<file path="config.mk">
export PLATFORM = sky130hd
export DESIGN_NAME = uart_rx
export DESIGN_NICKNAME = d
export VERILOG_FILES = /design/src/rtl/uart_pkg.sv /design/src/rtl/uart_sync2.sv /design/src/rtl/uart_rx.sv
export SDC_FILE = /design/constraint.sdc
export NUM_CORES = 1
export LEC_CHECK = 0
export BUFFER_PORTS_ARGS = -buffer_cell sky130_fd_sc_hd__buf_2
export CORE_MARGIN = 4
export CORE_UTILIZATION = 47
export CTS_CLUSTER_SIZE = 24
export DETAILED_ROUTE_END_ITERATION = 10
export PLACE_DENSITY = 0.73
export SLEW_MARGIN = 0
export SYNTH_ARGS = -nofsm -noshare
export SYNTH_HDL_FRONTEND = slang
export SYNTH_SLANG_ARGS = --single-unit
</file>
<file path="constraint.sdc">
create_clock -name clk -period 2.5 [get_ports clk]
set_clock_uncertainty 0.15 [all_clocks]
set_input_delay 0.5 -clock clk [delete_from_list [all_inputs] [get_ports clk]]
set_output_delay 0.5 -clock clk [all_outputs]
set_load 0.03 [all_outputs]
</file>
<file path="src/rtl/uart_pkg.sv">
// Shared UART definitions: parity codes and receiver states.
// Used by both the transmitter and the receiver.
package uart_pkg;

    localparam logic [1:0] PARITY_NONE = 2'd0;
    localparam logic [1:0] PARITY_ODD  = 2'd1;
    localparam logic [1:0] PARITY_EVEN = 2'd2;

    typedef enum logic [2:0] {
        RX_IDLE,
        RX_START,
        RX_DATA,
        RX_PARITY,
        RX_STOP,
        RX_WAIT_HIGH
    } rx_state_t;

endpackage

</file>
<file path="src/rtl/uart_sync2.sv">
// Two-flop synchronizer for an asynchronous single-bit input.
// Both flops reset to RESET_VAL so an idle line stays idle.
module uart_sync2 #(
    parameter logic RESET_VAL = 1'b1
) (
    input  logic clk,
    input  logic rst,
    input  logic d,
    output logic q
);

    logic meta;

    always_ff @(posedge clk or posedge rst) begin
        if (rst) begin
            meta <= RESET_VAL;
            q    <= RESET_VAL;
        end else begin
            meta <= d;
            q    <= meta;
        end
    end

endmodule

</file>
<file path="src/rtl/uart_rx.sv">
// UART receiver: mid-bit sampling, optional odd/even parity,
// framing check and a one-cycle valid strobe per word.
module uart_rx
    import uart_pkg::*;
#(
    parameter int CLOCKS_PER_BIT  = 434,
    parameter int DATA_BITS       = 8,
    parameter int CLOCK_CTR_WIDTH = 32,
    parameter int D_IDX_WIDTH     = (DATA_BITS > 1) ? $clog2(DATA_BITS) : 1
) (
    input  logic                 clk,
    input  logic                 rst,
    input  logic                 serial_in,
    input  logic [1:0]           parity_type,
    output logic [DATA_BITS-1:0] data_out,
    output logic                 data_valid,
    output logic                 parity_error,
    output logic                 framing_error,
    output logic                 busy
);

    localparam logic [CLOCK_CTR_WIDTH-1:0] LAST =
        CLOCK_CTR_WIDTH'(CLOCKS_PER_BIT - 1);
    localparam logic [CLOCK_CTR_WIDTH-1:0] HALF =
        CLOCK_CTR_WIDTH'((CLOCKS_PER_BIT - 1) / 2);
    localparam logic [D_IDX_WIDTH-1:0] IDX_LAST =
        D_IDX_WIDTH'(DATA_BITS - 1);

    rx_state_t state, state_n;

    logic                       rx_s;
    logic [CLOCK_CTR_WIDTH-1:0] ctr;
    logic [D_IDX_WIDTH-1:0]     idx;
    logic [DATA_BITS-1:0]       shift;
    logic [1:0]                 parity_reg;
    logic                       p_err;
    logic                       bit_end;
    logic                       half_hit;
    logic                       last_bit;

    uart_sync2 #(.RESET_VAL(1'b1)) u_sync (
        .clk (clk),
        .rst (rst),
        .d   (serial_in),
        .q   (rx_s)
    );

    assign bit_end  = (ctr == LAST);
    assign half_hit = (ctr == HALF);
    assign last_bit = (idx == IDX_LAST);
    assign busy     = (state != RX_IDLE);

    always_ff @(posedge clk or posedge rst) begin
        if (rst) state <= RX_IDLE;
        else     state <= state_n;
    end

    always_comb begin
        state_n = state;
        unique case (state)
            RX_IDLE:
                if (!rx_s) state_n = RX_START;
            RX_START:
                if (half_hit) state_n = rx_s ? RX_IDLE : RX_DATA;
            RX_DATA:
                if (bit_end && last_bit)
                    state_n = (parity_reg != PARITY_NONE) ?
                              RX_PARITY : RX_STOP;
            RX_PARITY:
                if (bit_end) state_n = RX_STOP;
            RX_STOP:
                if (bit_end) state_n = rx_s ? RX_IDLE : RX_WAIT_HIGH;
            RX_WAIT_HIGH:
                if (rx_s) state_n = RX_IDLE;
            default:
                state_n = RX_IDLE;
        endcase
    end

    always_ff @(posedge clk or posedge rst) begin
        if (rst) begin
            ctr           <= '0;
            idx           <= '0;
            shift         <= '0;
            parity_reg    <= PARITY_NONE;
            p_err         <= 1'b0;
            data_out      <= '0;
            data_valid    <= 1'b0;
            parity_error  <= 1'b0;
            framing_error <= 1'b0;
        end else begin
            data_valid <= 1'b0;
            unique case (state)
                RX_IDLE: begin
                    ctr        <= '0;
                    idx        <= '0;
                    p_err      <= 1'b0;
                    parity_reg <= (parity_type == 2'd3) ?
                                  PARITY_NONE : parity_type;
                end
                RX_START:
                    ctr <= half_hit ? '0 : ctr + 1'b1;
                RX_DATA:
                    if (bit_end) begin
                        ctr        <= '0;
                        shift[idx] <= rx_s;
                        idx        <= last_bit ? '0 : idx + 1'b1;
                    end else begin
                        ctr <= ctr + 1'b1;
                    end
                RX_PARITY:
                    if (bit_end) begin
                        ctr   <= '0;
                        // odd wants total ones = 1, even wants 0
                        p_err <= (^shift ^ rx_s) ^
                                 (parity_reg == PARITY_ODD);
                    end else begin
                        ctr <= ctr + 1'b1;
                    end
                RX_STOP:
                    if (bit_end) begin
                        ctr           <= '0;
                        data_out      <= shift;
                        parity_error  <= p_err &
                                         (parity_reg != PARITY_NONE);
                        framing_error <= ~rx_s;
                        data_valid    <= 1'b1;
                    end else begin
                        ctr <= ctr + 1'b1;
                    end
                RX_WAIT_HIGH:
                    ctr <= '0;
                default:
                    ctr <= '0;
            endcase
        end
    end

endmodule

</file>
==> qor.yml <==
relSlewSlack_pct: 70.1
place_congestion: 0.846
drive_above_1_share_pct: 19.2
timing.hold.ws_ps: 6.20
post_cts_buffers: 0
dieHeight_um: 90.4
synth_nets: 348
grt_start_max_net_pins: 43
nets: 375
finalNonFillerCells: 447
drt-total-wl_mm: 6.11
regMostFlops: "ctr"
setup_ws_ps: 125
first_pass_iters: 4
r2r.worst_path.cells: 7
status: "finished clean"
core_mm2: 0.00646
cp_max_fo: 3
clk_path_buf_depth: 2
cts_buffers: 9
seqCellArea_mm2: 0.00155
required_ps: 2630
avgSynthCellArea_um2: 9.45
crit_path_end_kind: "flip-flop"
synthFlopType: "dfrtp_1"
setup-tns-final_ps: 0
drc: 0
hold_viol: 0
hpwl_mm: 4.23
synthArstFlopShare_pct: 100
placed_area_mm2: 0.00343
final_max_slew_viol_count: 0
grt_pass1_wl_mm: 11.0
rr_startpoint: "ctr[26]$_DFF_PP0_"
drtIter0Drc: 125
holdCritPathClass: "input port to asynchronous set/reset pin"
path_clk_slew_ps: 70
synth_area_mm2: 0.00319
multi_input_area_mm2: 0.00155
r2r_setup_slack_ps: 120
vias: 2432
fmax_mhz: 421
cts.htree.levels: 3
worstMarginPinSlew_ps: 449
yosysSeqAreaShare_pct: 48.7
yosysTopAreaCell: "dfrtp_1"
cts_tree: "done"
reg_top3: "ctr: 32 flops, data_out: 8 flops, shift: 8 flops"
total_leakage_power_nw: 1.70
place_inst: 431
synthToLayoutAreaGrowth_pct: 14.9
ioPinCount: 17
netlist_instances: 338
antenna_found_initial: 0
synth_cell_type_count: 45
power_mw: 2.00
grt-ovfl-total: 0
clock_sinks: 62
grt_pass1_vias: 2431
power.density_mw_per_mm2: 544
synth_edf_count: 0
clk_latency_ps: 340
die_x_um: 90.4
place_ws_ps: 40.8
fin_crit_sh_pct: 95.0
setup_viol: 0
dieArea_mm2: 0.00818
detail-route-antenna-nets: 0
grt_use_total_pct: 16.7
setup.worst_path.start_class: "flip-flop"
synth-seq-cells: 62
ys.warnings.count: 0
synthTopCellsByArea: "dfrtp_1, nand2_1, xor2_1, nor2_1, xnor2_1"
initial_core_util_pct: 49.4
via_per_inst: 5.44
maxCapViolCount: 0
r2r-end: "idx[0]$_DFFE_PP0P_"
io_buffers: 16
clockRootBuffer: "clkbuf_8"
largest_reg_flops: 32
period_minus_slack_ps: 2380
crit_arrival_ps: 2500
worstSetupPathType: "flip-flop to flip-flop"
synth_top_area_share_pct: 47.0
nFillCells: 552
design_area_mm2: 0.00367
num_rows: 29
antenna_cells: 0
wl_per_cell_um: 13.7
ir_worst_vdd_mv: 0.400
utilization_pct: 56.8
[critical path: stages, from the launching register on]
cell     delay (ps)
dfrtp_1         410
nor4_1          370
nand4_1         250
buf_4           210
or3_1           420
nor3_2          190
mux2_2          180
a22o_1          130
[layer usage]
layer | track usage [%] | part of all wire (%)
met1 | 21.2 | 46
met3 | 5.25 | 3.9
met5 | 0 | 0
met2 | 26.9 | 49
met4 | 6.12 | 1.0
[layout make-up]
class / instances / share of cell area, %
well taps: 77 / 2.63
flip-flops and latches: 62 / 42.4
clock inverters: 7 / 2.42
clock buffers: 9 / 3.38
inverters: 9 / 0.921
repair buffers: 31 / 5.94
multi-input cells: 252 / 42.3
[how the worst max path moves through the flow]
stage                                 start                    to  slack [ps]
after floorplan            ctr[1]$_DFF_PP0_  shift[0]$_DFFE_PP0P_         160
after global placement     ctr[1]$_DFF_PP0_  shift[0]$_DFFE_PP0P_         100
after detailed placement   ctr[1]$_DFF_PP0_  shift[1]$_DFFE_PP0P_          40
after CTS                  ctr[1]$_DFF_PP0_  shift[1]$_DFFE_PP0P_          30
after global routing      ctr[20]$_DFF_PP0_  shift[0]$_DFFE_PP0P_          -5
final                     ctr[26]$_DFF_PP0_    idx[0]$_DFFE_PP0P_         120
[placed cells by master, fill, tap and decap left out, types with 5 or more instances in the layout]
master	Yosys	routed
nor4_1	10	10
xnor2_1	17	17
nor2_1	44	44
nand3_1	14	13
dfrtp_1	60	60
o21ai_0	14	14
or3_1	6	5
buf_4	1	13
nor2b_1	5	5
inv_1	9	8
xor2_1	19	19
a21oi_1	7	7
ha_1	5	5
buf_2	4	16
nand2_1	52	52
nand4_1	12	12
clkbuf_8	0	9
mux2_2	7	7
nor3_1	7	5
[kinds of logic after synthesis]
| kind of cell | after synthesis | synth area share, % |
|---|---|---|
| AOI/OAI and AO/OA | 38 | 7.37 |
| xor gates and xnor gates | 36 | 9.87 |
| adders and majority gates | 5 | 1.96 |
| buffers and inverters | 24 | 3.37 |
| DFF | 62 | 48.7 |
| muxes | 9 | 3.17 |
| and+or+nand+nor | 164 | 25.6 |
[cell usage after synthesis (4+ instances only)]
| master | instances |
|---|---|
| nand3_1 | 14 |
| nor3_1 | 7 |
| nor2b_1 | 5 |
| or3_1 | 6 |
| clkbuf_1 | 7 |
| mux2_2 | 7 |
| nor2_1 | 44 |
| buf_2 | 4 |
| xor2_1 | 19 |
| inv_1 | 9 |
| nor4_1 | 10 |
| dfrtp_1 | 60 |
| a21oi_1 | 7 |
| o21ai_0 | 14 |
| xnor2_1 | 17 |
| a31oi_1 | 4 |
| nand4_1 | 12 |
| ha_1 | 5 |
| nand2_1 | 52 |
[repair_timing]
action / CTS / global route
resized for setup: 0 / 5
endpoints found under the setup margin: 0 / 17
hold buffers: 0 / 0
[power breakdown]
| part | switching [mW] | total (mW) | internal (mW) |
|---|---|---|---|
| logic | 0.0259 | 0.0372 | 0.0114 |
| registers | 0.00535 | 1.01 | 1.01 |
| clock network | 0.390 | 0.945 | 0.555 |
Power figures use the tool's default switching activity.
